===== src/rtl/axi_alu_pkg.sv =====
// Shared types for the AXI ALU compute stage: ALU opcodes, sequencer states
// and the mask that flags opcodes outside the 3-bit operation space.
package axi_alu_pkg;

  typedef enum logic [2:0] {
    OP_ADD = 3'd0,
    OP_SUB = 3'd1,
    OP_AND = 3'd2,
    OP_OR  = 3'd3,
    OP_XOR = 3'd4,
    OP_MUL = 3'd5,
    OP_SHL = 3'd6,
    OP_SHR = 3'd7
  } alu_op_e;

  typedef enum logic [2:0] {
    SEQ_OP   = 3'd0,
    SEQ_A    = 3'd1,
    SEQ_B    = 3'd2,
    SEQ_EXEC = 3'd3,
    SEQ_RESP = 3'd4
  } seq_state_e;

  localparam logic [7:0] OP_ILLEGAL_MASK = 8'hF8;

endpackage


===== src/rtl/axi_alu_sequencer_if.sv =====
// Byte-stream input and result output channels of the sequencer.
// Both channels: a transfer happens on a rising edge where valid && ready;
// the valid side holds its data stable until that edge.
interface axi_alu_sequencer_if #(parameter int DW = 8);
  logic [DW-1:0]   s_rdata;
  logic            s_rvalid;
  logic            s_rready;
  logic [2*DW-1:0] res_data;
  logic            res_err;
  logic            res_valid;
  logic            res_ready;

  // Environment side: the FIFO feeding bytes and the consumer taking results.
  modport master (
    output s_rdata, s_rvalid, res_ready,
    input  s_rready, res_data, res_err, res_valid
  );

  // Sequencer side.
  modport slave (
    input  s_rdata, s_rvalid, res_ready,
    output s_rready, res_data, res_err, res_valid
  );
endinterface


===== src/rtl/axi_alu_sequencer_alu_exec.sv =====
// Combinational ALU: one operation on zero-extended operands, 2*DW-bit result.
module alu_exec
  import axi_alu_pkg::*;
#(
  parameter int DW = 8
) (
  input  alu_op_e         op,
  input  logic [DW-1:0]   a,
  input  logic [DW-1:0]   b,
  output logic [2*DW-1:0] y
);

  logic [2*DW-1:0] ax;
  logic [2*DW-1:0] bx;

  assign ax = {{DW{1'b0}}, a};
  assign bx = {{DW{1'b0}}, b};

  // Shifts use only the low three bits of B so the amount stays within a byte.
  always_comb begin
    y = '0;
    case (op)
      OP_ADD:  y = ax + bx;
      OP_SUB:  y = ax - bx;
      OP_AND:  y = ax & bx;
      OP_OR:   y = ax | bx;
      OP_XOR:  y = ax ^ bx;
      OP_MUL:  y = ax * bx;
      OP_SHL:  y = ax << b[2:0];
      OP_SHR:  y = ax >> b[2:0];
      default: y = '0;
    endcase
  end

endmodule


===== src/rtl/axi_alu_sequencer.sv =====
// Frame sequencer: collects opcode/A/B bytes, runs one ALU operation per frame
// and holds the result on the result channel until it is taken.
module axi_alu_sequencer
  import axi_alu_pkg::*;
#(
  parameter int DW = 8
) (
  input  logic                clk,
  input  logic                reset,
  axi_alu_sequencer_if.slave  bus,
  output logic                busy,
  output logic [7:0]          op_count,
  output seq_state_e          dbg_state
);

  localparam logic [2:0] S_OP   = 3'd0;
  localparam logic [2:0] S_A    = 3'd1;
  localparam logic [2:0] S_B    = 3'd2;
  localparam logic [2:0] S_EXEC = 3'd3;
  localparam logic [2:0] S_RESP = 3'd4;

  logic [2:0]      state_q, state_d;
  logic [DW-1:0]   op_q, a_q, b_q;
  logic [2*DW-1:0] res_data_q;
  logic            res_err_q;
  logic [7:0]      cnt_q, cnt_d;
  logic [2*DW-1:0] alu_y;
  logic            accept;
  logic            take;
  logic            op_illegal;

  assign bus.s_rready  = (state_q == S_OP) || (state_q == S_A) || (state_q == S_B);
  assign bus.res_valid = (state_q == S_RESP);
  assign bus.res_data  = res_data_q;
  assign bus.res_err   = res_err_q;
  assign busy          = (state_q != S_OP);
  assign op_count      = cnt_q;
  assign dbg_state     = seq_state_e'(state_q);

  assign accept     = bus.s_rvalid && bus.s_rready;
  assign take       = bus.res_valid && bus.res_ready;
  assign op_illegal = |(op_q & OP_ILLEGAL_MASK[DW-1:0]);

  alu_exec #(.DW(DW)) u_alu (
    .op (alu_op_e'(op_q[2:0])),
    .a  (a_q),
    .b  (b_q),
    .y  (alu_y)
  );

  always_comb begin
    state_d = state_q;
    cnt_d   = cnt_q;
    case (state_q)
      S_OP:    if (accept) state_d = S_A;
      S_A:     if (accept) state_d = S_B;
      S_B:     if (accept) state_d = S_EXEC;
      S_EXEC:  state_d = S_RESP;
      S_RESP:  if (take) begin
                 state_d = S_OP;
                 cnt_d   = cnt_q + 8'd1;
               end
      default: state_d = S_OP;
    endcase
  end

  // Illegal frames still walk through A and B so the byte framing stays aligned.
  always_ff @(posedge clk) begin
    if (reset) begin
      state_q    <= S_OP;
      op_q       <= '0;
      a_q        <= '0;
      b_q        <= '0;
      res_data_q <= '0;
      res_err_q  <= 1'b0;
      cnt_q      <= '0;
    end else begin
      state_q <= state_d;
      cnt_q   <= cnt_d;
      if (accept && state_q == S_OP) op_q <= bus.s_rdata;
      if (accept && state_q == S_A)  a_q  <= bus.s_rdata;
      if (accept && state_q == S_B)  b_q  <= bus.s_rdata;
      if (state_q == S_EXEC) begin
        res_data_q <= op_illegal ? '0 : alu_y;
        res_err_q  <= op_illegal;
      end
    end
  end

endmodule


===== src/flat_wrapper.sv =====
// flat-port wrapper written by rule: the top's interface ports become plain ports
module axi_alu_sequencer_flat import axi_alu_pkg::*;
#(
  parameter int DW = 8
)
  (clk, reset, busy, op_count, dbg_state, bus_s_rdata, bus_s_rvalid, bus_res_ready, bus_s_rready, bus_res_data, bus_res_err, bus_res_valid);
  axi_alu_sequencer_if #(.DW(DW)) bus_i ();
  input  logic clk;
  input  logic reset;
  output logic busy;
  output logic [7:0] op_count;
  output seq_state_e dbg_state;
  input wire logic [$bits(bus_i.s_rdata)-1:0] bus_s_rdata;
  input wire logic [$bits(bus_i.s_rvalid)-1:0] bus_s_rvalid;
  input wire logic [$bits(bus_i.res_ready)-1:0] bus_res_ready;
  output wire logic [$bits(bus_i.s_rready)-1:0] bus_s_rready;
  output wire logic [$bits(bus_i.res_data)-1:0] bus_res_data;
  output wire logic [$bits(bus_i.res_err)-1:0] bus_res_err;
  output wire logic [$bits(bus_i.res_valid)-1:0] bus_res_valid;
  assign bus_i.s_rdata = bus_s_rdata;
  assign bus_i.s_rvalid = bus_s_rvalid;
  assign bus_i.res_ready = bus_res_ready;
  assign bus_s_rready = bus_i.s_rready;
  assign bus_res_data = bus_i.res_data;
  assign bus_res_err = bus_i.res_err;
  assign bus_res_valid = bus_i.res_valid;
  axi_alu_sequencer #(.DW(DW)) u_core (.clk(clk), .reset(reset), .bus(bus_i), .busy(busy), .op_count(op_count), .dbg_state(dbg_state));
endmodule

===== config.mk =====
export PLATFORM = sky130hd
export DESIGN_NAME = axi_alu_sequencer_flat
export DESIGN_NICKNAME = d
export VERILOG_FILES = /design/src/rtl/axi_alu_pkg.sv /design/src/rtl/axi_alu_sequencer_if.sv /design/src/rtl/axi_alu_sequencer_alu_exec.sv /design/src/rtl/axi_alu_sequencer.sv /design/src/flat_wrapper.sv
export SDC_FILE = /design/constraint.sdc
export NUM_CORES = 1
export LEC_CHECK = 0
export ABC_AREA = 1
export CAP_MARGIN = 30
export CORE_MARGIN = 1
export CORE_UTILIZATION = 30
export CTS_BUF_LIST = sky130_fd_sc_hd__clkbuf_4
export DETAILED_ROUTE_END_ITERATION = 6
export HOLD_SLACK_MARGIN = 0.06
export PLACE_DENSITY_LB_ADDON = 0.12
export SYNTH_ARGS = -nofsm -noshare
export SYNTH_HDL_FRONTEND = slang
export SYNTH_SLANG_ARGS = --single-unit

===== constraint.sdc =====
create_clock -name clk -period 12.8 [get_ports clk]
set_input_delay 2.56 -clock clk [delete_from_list [all_inputs] [get_ports clk]]
set_output_delay 2.56 -clock clk [all_outputs]
set_load 0.05 [all_outputs]

==> results of run 1 <==
==> flip-flops by register name, indices dropped and copies added (netlist names) <==
signal and cells:
u_core.b_q 8, u_core.bus.res_data 16, u_core.bus.res_err 1, u_core.dbg_state 3, u_core.a_q 8, u_core.op_count 8
u_core.op_q 8
==> power by group through the flow <==
stage | logic, mW | clock network (mW) | registers, mW
finish | 0.309 | 0.0976 | 0.213
global route | 0.349 | 0.109 | 0.218
CTS | 0.309 | 0.103 | 0.214
detailed placement | 0.307 | 0 | 0.218
global placement | 0.310 | 0 | 0.218
floorplan | 0.223 | 0 | 0.207
==> area by class of cell <==
class                           instances  area, µm²  share of cell area [%]
Multi-Input combinational cell        657       4150                    61.1
Sequential cell                        52       1040                    15.3
Clock buffer                            5       37.5                   0.552
Timing Repair Buffer                   45        443                    6.52
Tap cell                              265        332                    4.88
Inverter                              201        754                    11.1
Clock inverter                          3       37.5                   0.552
==> worst register-to-register path, stage by stage (launching register included) <==
cell	delay [ns]
dfxtp_1	0.66
ha_1	0.30
inv_1	0.10
fa_1	0.51
inv_1	0.05
ha_1	0.28
inv_1	0.06
fa_1	0.50
fa_1	0.54
inv_1	0.04
ha_1	0.36
nand2_1	0.07
nand2_1	0.08
inv_1	0.05
nand2_1	0.11
nand2_1	0.06
nand3_1	0.10
nand3_1	0.15
nor2_1	0.15
nand2_1	0.08
nand2_1	0.06
a21oi_1	0.05
==> worst min path at each step <==
stage	end
after floorplan	u_core.op_q[3]
after global placement	u_core.op_q[5]
after detailed placement	u_core.op_q[5]
after CTS	u_core.op_q[5]
after global routing	u_core.op_q[3]
final	u_core.op_q[3]
==> stage by stage <==
stage	hold slack [ns]	instance area, µm²	cells	utilization [%]
after global placement	0.438	6720	1220	34.2
final	0.462	6790	1228	34.6
after CTS	0.461	6790	1228	34.6
after detailed placement	0.440	6720	1220	34.2
after global routing	0.484	6790	1228	34.6
after floorplan	0.423	6090	945	-
==> layer usage <==
layer / GRT usage (%) / wire length, µm
met1: 25.6 / 8820
met2: 32.1 / 8700
met3: 2.45 / 665
met4: 5.32 / 449
met5: 0 / 0
==> cell usage in the layout, fill, tap and decap left out, types with 2 or more instances in the layout <==
| cell | netlist | final |
|---|---|---|
| a21oi_1 | 75 | 75 |
| xor2_1 | 7 | 7 |
| dfxtp_1 | 52 | 52 |
| nor3_1 | 4 | 4 |
| o21ai_0 | 50 | 50 |
| nand3b_1 | 5 | 5 |
| buf_4 | 2 | 3 |
| nand3_1 | 76 | 76 |
| inv_2 | 6 | 6 |
| o211ai_1 | 6 | 6 |
| o21ai_1 | 3 | 3 |
| and2_1 | 2 | 2 |
| o2111ai_1 | 2 | 2 |
| nand2_2 | 2 | 2 |
| inv_1 | 195 | 195 |
| clkinv_1 | 0 | 2 |
| nand3_2 | 2 | 2 |
| ha_1 | 62 | 62 |
| nand2_1 | 245 | 245 |
| clkbuf_4 | 0 | 5 |
| nor2_1 | 46 | 46 |
| nor2_4 | 5 | 5 |
| nand4_1 | 11 | 11 |
| clkdlybuf4s50_1 | 0 | 42 |
| fa_1 | 38 | 38 |
==> logic make-up (layout without fill, tap and decap cells) <==
| kind of cell | count (synthesis) | in the layout | synth area share, % |
|---|---|---|---|
| xor gates and xnor gates | 8 | 8 | 1.15 |
| AOI/OAI and AO/OA | 142 | 142 | 12.3 |
| buffers and inverters | 236 | 254 | 14.8 |
| DFF | 52 | 52 | 17.1 |
| and+or+nand+nor | 407 | 407 | 29.4 |
| adders and majority gates | 100 | 100 | 25.2 |
==> results.md, run 1 <==
* Crit Path Class: register to output pin
* Post-Route WL at approximately 19 mm
* Worst r2r dst: u_core.bus.res_data[7]
* Net Sw Frac at between 40% and 50%
* Worst path arrival time at roughly 2.2 ns
* Startpoint type of the worst setup path: register
* Crit. Startpoint: u_core.dbg_state[0]
* DRT iter0 DRCs at approximately 400
* Leak at roughly 3.6 nW
* Die X at roughly 140 µm
* Die Area at around 21,000 µm²
* Critical Path End: bus_s_rready
* DRC Markers at 0
* ANT nets after route at 0
* Nets at 1,074
* Area growth from synthesis to layout at 11.5%
* Status: finished, final reports clean
* Pwr Density at ~91 nW/µm²
* Hold Path Class: register to register
* Reg2reg setup slack at 8.33 ns
* Synth top area share at between 10% and 20%
* Starting Density at a little under a third
* Synthesis-stage register bit count at 52
* Skew final at around 0.023 ns
* Postcts setup bufs at 0
* CTS tree: yes
* Cts hold-fix bufs at 0
* Root buffer cell: clkbuf_4
* Sequential share of the synthesized area at roughly 17%
* Synth cell count leaders: nand2_1 (245), inv_1 (195), nand3_1 (76)
* Slew @ Worst Pin at approximately 0.74 ns
* Total grt overflow at 0
* # fillers at roughly 2.3k
* Clock share of power at about 16%
* Hold depth at 2
* Crit-path max FO at 4
* Io pins at 43
* TritonCTS buffer count at 5
* CTS Sinks at 52
* Max Cap Viol at 0
* Row count at 51
* Synth Warn # at 0
* Global-route wire length before repair at between 30 and 40 mm
* Synthesized Nets at 1,057
* Post-DP HPWL at ~15 mm
* Largest net degree at the start of global routing at 31
* Family with the most delay on the worst path: buffers and inverters
* Reg2reg start: u_core.a_q[3]
* Post-synth top flop: dfxtp_1
* Worst VDD drop at around 0.1 mV
* Max stage delay on crit path at 0.80 ns
* TNS Setup at 0 ns
* DR vias/cell at approximately 4.7
* Worst-skew pair later-pin latency at between 0.4 and 0.5 ns
* Drt first pass iters at 6
* Number of enable flip-flop cells after synthesis at 0
* Most frequent cell after synthesis: nand2_1
* Bufs on Longest Clock Path at 2
* Worst setup EP type: output pin
* Gate power share at 49.8%
* Slew margin rel. at 50.8%
* Internal Power at 0.315 mW
* Vias at 5,749
* Total global-route track usage at 19.2%
* Reg clk slew, reported paths at ~0.17 ns
* Final period util at 36.9%
* Final Critical Period at roughly 4.7 ns
* Die height at 145 µm
* R2R cell count at 21
* Max Slew Vio Count at 0
* Count of final hold-check violations at 0
* Crit-path slowest cell: clkdlybuf4s50_1
* Worst path cell trace: inv_1, nor2_2, nand2_1, nand2_1, inv_1, nand2_1, clkdlybuf4s50_1
* Hold path start: u_core.op_q[3]
* Mapped Area at 6090 µm²
* Setup ws final at about 8.1 ns
* Antenna diodes at 0
* Initial antenna violation count at 0
* Synth area leaders: dfxtp_1 (17%), nand2_1 (15%), ha_1 (13%), fa_1 (12%), inv_1 (12%)
* Port bufs at 42
* Share of cells above drive strength 1 at 3.32%
* Stages on worst setup path at 7
* RSZ-0062 raised after global routing: false
* CTS H-tree lvls at 2
* CP most frequent cell: nand2_1
* Synth async-reset ratio at 0%
* Final setup viols at 0
* Syn_area_per_cell at 6.45 µm²
* Gpl congestion at approximately 0.91
* Dominant cell type by area after synthesis: dfxtp_1
* Peak Freq at 212 MHz
* Power Total at 0.620 mW
* Psw at 0.305 mW
* Post-Place Setup Slack at roughly 8.3 ns
* Vias in the first global route at approximately 5.6k
* Crit path buf inv count at 3
* Post-synthesis cell type count at slightly above 40
* Routed len/inst at ~15 µm
* Gate Count Post-Synth at approximately 950
* Core Area at around 20,000 µm²
* Reg power frac at about 34%
* Post-cts gate resize count at 0
* CP required at about 10 ns
No activity file was read; power rests on OpenSTA's default activity.
==> run 2, diff against run 1 <==
==> constraint.sdc (replaced) <==
create_clock -name clk -period 4.5 [get_ports clk]
set_input_delay 0.9 -clock clk [delete_from_list [all_inputs] [get_ports clk]]
set_output_delay 0.9 -clock clk [all_outputs]
set_load 0.05 [all_outputs]
==> results.md, run 2 (synthesis gave the netlist of run 1 again) <==
* Status: finished, final reports clean
* Area occupied by multi-input gates at 4150 µm²
* DRC Markers at 0
* CP required at 4.88 ns
* Starting Density at between 30 and 40%
* Gpl congestion at around 0.92
* Skew final at 0.0124 ns
* Post-Route WL at about 19 mm
* Nets at ~1.1k
* Row count at 51
* Final Critical Period at about 4.2 ns
* Post-cts gate resize count at 0
* Bufs on Longest Clock Path at 2
* Pwr Density at approximately 260 nW/µm²
* Io pins at 43
* Final setup viols at 0
* Initial antenna violation count at 0
* Reg clk slew, reported paths at between 0.15 and 0.2 ns
* Port bufs at 42
* Leak at about 3.6 nW
* ANT nets after route at 0
* Register Area at around 1100 µm²
* Crit-path max FO at 9
* CTS H-tree lvls at 2
* Most frequent cells in the layout: nand2_1 (245), inv_1 (195), nand3_1 (76)
* Share of cells above drive strength 1 at about 5.3%
* Crit Path Class: register to register
* Root buffer cell: clkbuf_4
* TNS Setup at 0 ns
* Largest net degree at the start of global routing at 31
* Postcts setup bufs at 0
* Drt first pass iters at 6
* DRT iter0 DRCs at about 380
* Worst-skew pair later-pin latency at around 0.44 ns
* Routed len/inst at 15.3 µm
* Max Cap Viol at 0
* Slew @ Worst Pin at roughly 0.70 ns
* Die Area at ~21,000 µm²
* Total global-route track usage at about a fifth
* Final period util at 93.8%
* CTS tree: yes
* Commonest non-fill, non-tap cell in the layout: nand2_1
* Core Area at ~20,000 µm²
* RSZ-0062 raised after global routing: false
* Count of final hold-check violations at 0
* Global-route wire length before repair at 30.1 mm
* Startpoint type of the worst setup path: register
* Placed cell count at roughly 1.2k
* DR vias/cell at between 4 and 5
* Peak Freq at around 240 MHz
* Hold_ws at between 0.4 and 0.5 ns
* Cts hold-fix bufs at 0
* CTS Sinks at 52
* Hold Path Class: register to register
* Final std cells w/o fill at around 1.2k
* Worst setup EP type: register
* Total grt overflow at 0
* Post-DP HPWL at 15.6 mm
* Die X at roughly 140 µm
* Antenna diodes at 0
* Area growth from synthesis to layout at 12.9%
* Vias at ~5.8k
* Worst VDD drop at 0.316 mV
* Vias in the first global route at between 5k and 6k
* Max Slew Vio Count at 0
* Reg2reg setup slack at around 0.28 ns
* Slew margin rel. at 53.1%
* Number of flip-flops in the largest register at 16
* Worst path arrival time at about 4.6 ns
* # fillers at 2,256
* TritonCTS buffer count at 5
* Die height at between 100 and 150 µm
-- run 2: cell types whose count changed in the layout (fill, tap and decap cells not counted), sizes merged --
cell	before	now
inv	201	204
buf	3	14
clkinv	2	0
bufinv	1	0
-- run 2: worst paths after layout --
check,endpoint,cells past startpoint,from
worst min register to register,u_core.op_q[3],2,u_core.op_q[3]
worst max register to register,u_core.bus.res_data[14],20,u_core.b_q[5]
worst max-delay path,u_core.bus.res_data[14],20,u_core.b_q[5]
worst min-delay path,u_core.op_q[3],2,u_core.op_q[3]
-- run 2: per-layer routing --
metal  GRT usage, %  routed length [µm]
met1           25.6                9250
met2           32.4                8750
met3           2.38                 671
met4           4.32                 235
met5              0                   0
-- run 2: worst max-delay path, stage by stage (launching register included) --
cell,delay (ns)
dfxtp_1,0.56
nand2_1,0.10
inv_1,0.08
fa_1,0.44
fa_1,0.55
fa_1,0.55
inv_1,0.05
fa_1,0.52
inv_1,0.04
ha_1,0.36
nand2_1,0.14
inv_1,0.04
nand2_1,0.06
nand2_1,0.09
nand2_1,0.09
nand3_1,0.07
nand2_1,0.06
nand3_1,0.10
nand2_1,0.09
nand2_1,0.05
a21oi_1,0.13
-- run 2: through the flow --
stage	utilization, %	power (mW)	instance area [µm²]	setup WS, ns
global placement	34.6	1.53	6800	0.183
finish	35.0	1.78	6880	0.277
floorplan	-	1.22	6090	0.454
detailed placement	34.6	1.52	6800	0.170
CTS	34.9	1.79	6870	0.136
global route	35.0	1.92	6880	0.0119
-- run 2: power by group --
| group | switching, mW | leakage (nW) | total [mW] | internal, mW |
|---|---|---|---|---|
| combinational | 0.640 | 3.15 | 0.933 | 0.294 |
| sequential | 0.0756 | 0.426 | 0.585 | 0.509 |
| clock | 0.189 | 0.0381 | 0.258 | 0.0692 |
| total | 0.904 | 3.61 | 1.78 | 0.872 |
-- run 2: area by class of cell --
| cell class | instances | share of cell area (%) |
|---|---|---|
| tap | 265 | 4.82 |
| multi-input combinational | 657 | 60.3 |
| sequential | 52 | 15.3 |
| timing repair buffer | 56 | 7.64 |
| clock buffer | 5 | 0.546 |
| clock inverter | 3 | 0.418 |
| inverter | 201 | 11.0 |
==> run 3, diff against run 2 <==
--- a/config.mk
+++ b/config.mk
@@ -7,12 +7,13 @@
 export LEC_CHECK = 0
 export ABC_AREA = 1
 export CAP_MARGIN = 30
-export CORE_MARGIN = 1
+export CORE_MARGIN = 3
 export CORE_UTILIZATION = 30
 export CTS_BUF_LIST = sky130_fd_sc_hd__clkbuf_4
 export DETAILED_ROUTE_END_ITERATION = 6
 export HOLD_SLACK_MARGIN = 0.06
 export PLACE_DENSITY_LB_ADDON = 0.12
+export SETUP_SLACK_MARGIN = 0.5
 export SYNTH_ARGS = -nofsm -noshare
 export SYNTH_HDL_FRONTEND = slang
 export SYNTH_SLANG_ARGS = --single-unit
==> results.md, run 3 (synthesis gave the netlist of run 1 again) <==
* Hold depth at 2
* Max Cap Viol at 0
* Reg2reg setup slack at about 0.58 ns
* Row count at around 50
* Initial antenna violation count at 1
* Pwr Density at between 200 and 300 nW/µm²
* Clock share of power at 13.7%
* Final Critical Period at 3.92 ns
* Reg clk slew, reported paths at between 0.15 and 0.2 ns
* Worst setup EP type: register
* Crit-path max FO at 5
* Psw at 0.935 mW
* Bufs on Longest Clock Path at 2
* ANT nets after route at 0
* Gpl congestion at about 0.88
* Gate power share at between 50 and 60%
* Worst VDD drop at slightly above 0.3 mV
* CTS tree: yes
* Nets at approximately 1.1k
* Hold endpoint: u_core.op_q[3]
* Worst path arrival time at 4.32 ns
* Hold Path Class: register to register
* Total global-route track usage at a little under a fifth
* Count of final hold-check violations at 0
* Reg power frac at about a third
* RSZ-0062 raised after global routing: true
* Post-DP HPWL at roughly 16 mm
* Hold path start: u_core.op_q[3]
* Worst r2r dst: u_core.bus.res_data[14]
* DRT iter0 DRCs at ~390
* Net Sw Frac at between 50 and 60%
* Number of flip-flops in the largest register at 16
* Crit Path Class: register to register
* Placed cell count at about 1.2k
* CP required at a little under 5 ns
* Total grt overflow at 0
* Io pins at 43
* Die Area at roughly 22,000 µm²
* Share of cells above drive strength 1 at between 10% and 20%
* Area occupied by multi-input gates at approximately 4500 µm²
* Starting Density at a little under a third
* DR vias/cell at between 4 and 5
* Register Area at ~1100 µm²
* Area growth from synthesis to layout at 20.7%
* Most frequent cells in the layout: nand2_1 (218), inv_1 (182), a21oi_1 (70)
* Root buffer cell: clkbuf_4
* Port bufs at 42
* Global-route wire length before repair at approximately 32 mm
* Peak Freq at between 200 and 300 MHz
* Skew final at 0.0114 ns
* Die X at 149 µm
* R2R cell count at 18
* DRC Markers at 0
* # fillers at around 2.2k
* Slew margin rel. at 47.0%
* Routed len/inst at between 15 and 20 µm
* Worst-skew pair later-pin latency at 0.44 ns
* Largest net degree at the start of global routing at 31
* Startpoint type of the worst setup path: register
* TritonCTS buffer count at 5
* Vias at 5,916
* Leak at around 3.8 nW
* Post-Route WL at between 15 and 20 mm
* TNS Setup at 0 ns
* Final period util at 87.2%
* Core Area at ~20,000 µm²
* CTS Sinks at between 50 and 60
* Final setup viols at 0
* Commonest non-fill, non-tap cell in the layout: nand2_1
* Reg2reg start: u_core.a_q[4]
* Max Slew Vio Count at 0
* CTS H-tree lvls at 2
* Final std cells w/o fill at 1,256
* Slew @ Worst Pin at between 0.7 and 0.8 ns
* Die height at between 100 and 150 µm
* Status: finished, final reports clean
* Internal Power at 0.911 mW
* Vias in the first global route at between 5k and 6k
* Drt first pass iters at 5
[run 3: changes by cell type in the layout (fill, tap and decap cells not counted), sizes merged]
cell,delta
clkinvlp,+1
diode,+1
inv,-2
buf,+16
clkinv,+1
[run 3: what timing repair did]
action                                  in CTS  in global routing
setup buffers                                4                 11
endpoints found under the setup margin      10                 11
hold buffers                                 0                  0
pin swaps                                    4                 56
resized for setup                           37                 77
[run 3: worst max-delay path by stage]
stage / start / cells past startpoint / slack (ns) / endpoint
after global placement: u_core.b_q[3] / 21 / 0.15 / u_core.bus.res_data[7]
final: u_core.a_q[4] / 18 / 0.58 / u_core.bus.res_data[14]
after global routing: u_core.b_q[3] / 21 / 0.37 / u_core.bus.res_data[14]
after floorplan: u_core.a_q[0] / 19 / 0.53 / u_core.bus.res_data[15]
after detailed placement: u_core.b_q[3] / 21 / 0.18 / u_core.bus.res_data[7]
after CTS: u_core.b_q[3] / 21 / 0.50 / u_core.bus.res_data[15]
[run 3: power by group through the flow]
stage / Clock (mW) / Combinational, mW / Sequential [mW]
6_report: 0.252 / 1.01 / 0.579
5_1_grt: 0.280 / 1.13 / 0.589
4_1_cts: 0.262 / 0.973 / 0.579
3_5_place_dp: 0 / 0.940 / 0.588
3_3_place_gp: 0 / 0.949 / 0.587
2_1_floorplan: 0 / 0.634 / 0.590
[run 3: final cells by class]
type / count / area share [%]
diodes: 1 / 0.0340
flip-flops and latches: 52 / 14.7
multi-input cells: 657 / 60.6
clock buffers: 5 / 0.510
repair buffers: 72 / 9.07
inverters: 201 / 10.3
well taps: 265 / 4.51
clock inverters: 3 / 0.374
[run 3: through the flow]
stage | cell area, µm² | setup WS (ns) | utilization [%] | hold WS (ns) | power (mW)
3_5_place_dp | 6810 | 0.178 | 34.5 | 0.442 | 1.53
5_1_grt | 7350 | 0.370 | 37.3 | 0.484 | 2.00
4_1_cts | 7040 | 0.505 | 35.7 | 0.465 | 1.81
2_1_floorplan | 6100 | 0.528 | - | 0.423 | 1.22
3_3_place_gp | 6810 | 0.149 | 34.5 | 0.437 | 1.54
6_report | 7350 | 0.577 | 37.3 | 0.460 | 1.85
[run 3: layer usage]
metal	share of wire (%)	global-route usage [%]
met2	45	30.1
met1	49	26.1
met4	2.7	4.94
met5	0	0
met3	3.3	2.53
[run 3: critical path, stage by stage (launching register included)]
cell and delay (ns):
dfxtp_4 0.40, buf_6 0.13, buf_4 0.12, nand2_1 0.04, inv_1 0.05, fa_1 0.50
fa_1 0.52, fa_1 0.51, ha_1 0.35, ha_4 0.28, nand2_1 0.06, nand2_1 0.08
a21oi_1 0.32, nand3_2 0.10, nand2_1 0.06, nand3_1 0.07, nand2_1 0.09, nand2_1 0.06
a21oi_2 0.13
==> variant, RTL diff (config.mk and constraints of run 3) <==
Register the output `dbg_state`, without a reset; this adds one clock of latency there. The other outputs are not delayed to match.
--- a/src/rtl/axi_alu_sequencer.sv
+++ b/src/rtl/axi_alu_sequencer.sv
@@ -35,7 +35,9 @@
   assign bus.res_err   = res_err_q;
   assign busy          = (state_q != S_OP);
   assign op_count      = cnt_q;
-  assign dbg_state     = seq_state_e'(state_q);
+  always_ff @(posedge clk) begin
+    dbg_state <= seq_state_e'(state_q);
+  end
 
   assign accept     = bus.s_rvalid && bus.s_rready;
   assign take       = bus.res_valid && bus.res_ready;
Function: changed (a bounded check fails within 4 cycles, from zero or initial values and one cycle with reset high).
==> variant against run 3 <==
Sequential cell count grew 3. Routed wire length grew 4.1%. Final cell count rose by 2.5%. First-iteration DRC count up 12%. Area after synthesis increased by 2.4%. Power is 15% lower. Synthesized cell count increased by 1.7%. Cell area is 4.2% higher. Worst setup slack gained 0.0086 ns. Critical endpoint unchanged.
==> variant: results (changes against run 3) <==
[cts]
clkTransAtPathRegs_ns=0.20  ; +0.02 ns

[global_routing]
track_usage_pct=18.7  ; +0.11 points
antenna_found_initial=0  ; -1
grt_pass1_vias=6020  ; +1.7%
grt_pass1_wl_mm=32.9  ; +1.5%

[outcome]
status=complete, no violations

[sta]
slew_headroom_pct=45.7  ; -1.4 points
hold_slack_ns=0.413  ; -0.0476 ns
fin_worst_skew_ns=0.0111  ; -0.000293 ns

[routing]
vias=6120  ; +3.4%
wl_mm=20.7  ; +4.1%
drt-pass1-iter-count=6  ; +1
drt_iter0_drc=434  ; +12%

[layout]
fillers=2196  ; +0.69%
insertedDiodeCount=0  ; -1
drive_above_1_share_pct=17.9  ; +2.8 points
nNetsFinal=1129  ; +2.5%

[place]
place_hpwl_mm=16.3  ; +3.2%
dp_cells=1254  ; +1.8%
gp_congestion=0.920  ; +4.2%
placed_cell_area_um2=6950  ; +2.1%

[yosys]
ys_top_cells_by_count=nand2_1, inv_1, nand3_1, a21oi_1, ha_1
seq_area_frac_synth_pct=17.6  ; +0.57 points
synthTopCellsByArea=dfxtp_1, nand2_1, ha_1

[power_and_ir_drop]
p_per_area_nw_per_um2=204  ; -19%
p_leak_nw=3.91  ; +4.3%
peakVddDrop_mv=0.180  ; -42%

-- variant: changes by cell type after synthesis, moves of 3 or more --
cell and delta:
a21oi_1 -6, clkbuf_1 -6, nand3_1 +9, buf_2 +3, inv_2 -3, nor2_2 +5
buf_4 +4, inv_1 +4, o21ai_1 +3, dfxtp_1 +3
-- variant: worst paths after layout --
path / startpoint / to / cells after the start
setup / recovery: u_core.a_q[5]$_SDFFE_PP0P_ / u_core.bus.res_data[14]$_SDFFE_PP0P_ / 20
hold / removal: u_core.state_q[2]$_SDFFE_PP0P_ / u_core.dbg_state[2]$_DFF_P_ / 0
setup reg to reg: u_core.a_q[5]$_SDFFE_PP0P_ / u_core.bus.res_data[14]$_SDFFE_PP0P_ / 20
hold reg to reg: u_core.state_q[2]$_SDFFE_PP0P_ / u_core.dbg_state[2]$_DFF_P_ / 0
-- variant: where the power goes --
part / internal, mW / switching, mW
clock network: 0.0689 / 0.206
logic: 0.246 / 0.465
registers: 0.521 / 0.0534
total: 0.836 / 0.724
-- variant: what timing repair did --
action                                  4_1_cts  5_1_grt
pin swaps                                    18       65
setup buffers                                15       11
endpoints found under the setup margin       11       11
resized for setup                            40      104
-- variant: metrics by stage --
stage               total power [mW]  setup WS [ns]
finish                          1.56          0.586
floorplan                       1.01          0.528
CTS                             1.53          0.509
global placement                1.22          0.160
global route                    1.67          0.374
detailed placement              1.22         0.0922
-- variant: kinds of logic after synthesis --
| family | synth area share (%) |
|---|---|
| XOR/XNOR | 0.983 |
| AO/OA/AOI/OAI | 11.6 |
| flip-flops | 17.6 |
| AND/OR/NAND/NOR | 30.2 |
| adder cells (fa/ha/maj) | 24.6 |
| buffers and inverters | 14.9 |
-- variant: layout make-up --
type                       instances  area share (%)
multi-input combinational        668            59.5
sequential                        55            14.9
timing repair buffer              85            10.3
inverter                         202            9.89
tap                              270            4.41
clock buffer                       5           0.490
clock inverter                     3           0.441
-- variant: critical path: stages (launching register included) --
cell and delay [ns]:
dfxtp_4 0.42, buf_6 0.12, nand2_4 0.05, fa_1 0.50, fa_1 0.56, inv_2 0.04, fa_1 0.48, inv_2 0.04
fa_1 0.48, inv_2 0.05, ha_4 0.32, nand2_2 0.07, nand2_2 0.09, nand2_1 0.07, nand2_2 0.08, nand2_2 0.05
nand4_1 0.08, nand3_1 0.07, nand2_1 0.10, nand2_1 0.05, a21oi_1 0.13
-- variant: metal layers --
layer | vias to the layer above | GRT usage [%] | routed length, um
li1 | 3105 | - | -
met1 | 2852 | 26.2 | 10100
met2 | 131 | 30.9 | 9450
met3 | 32 | 2.47 | 740
met4 | 0 | 3.98 | 389
met5 | - | 0 | 0
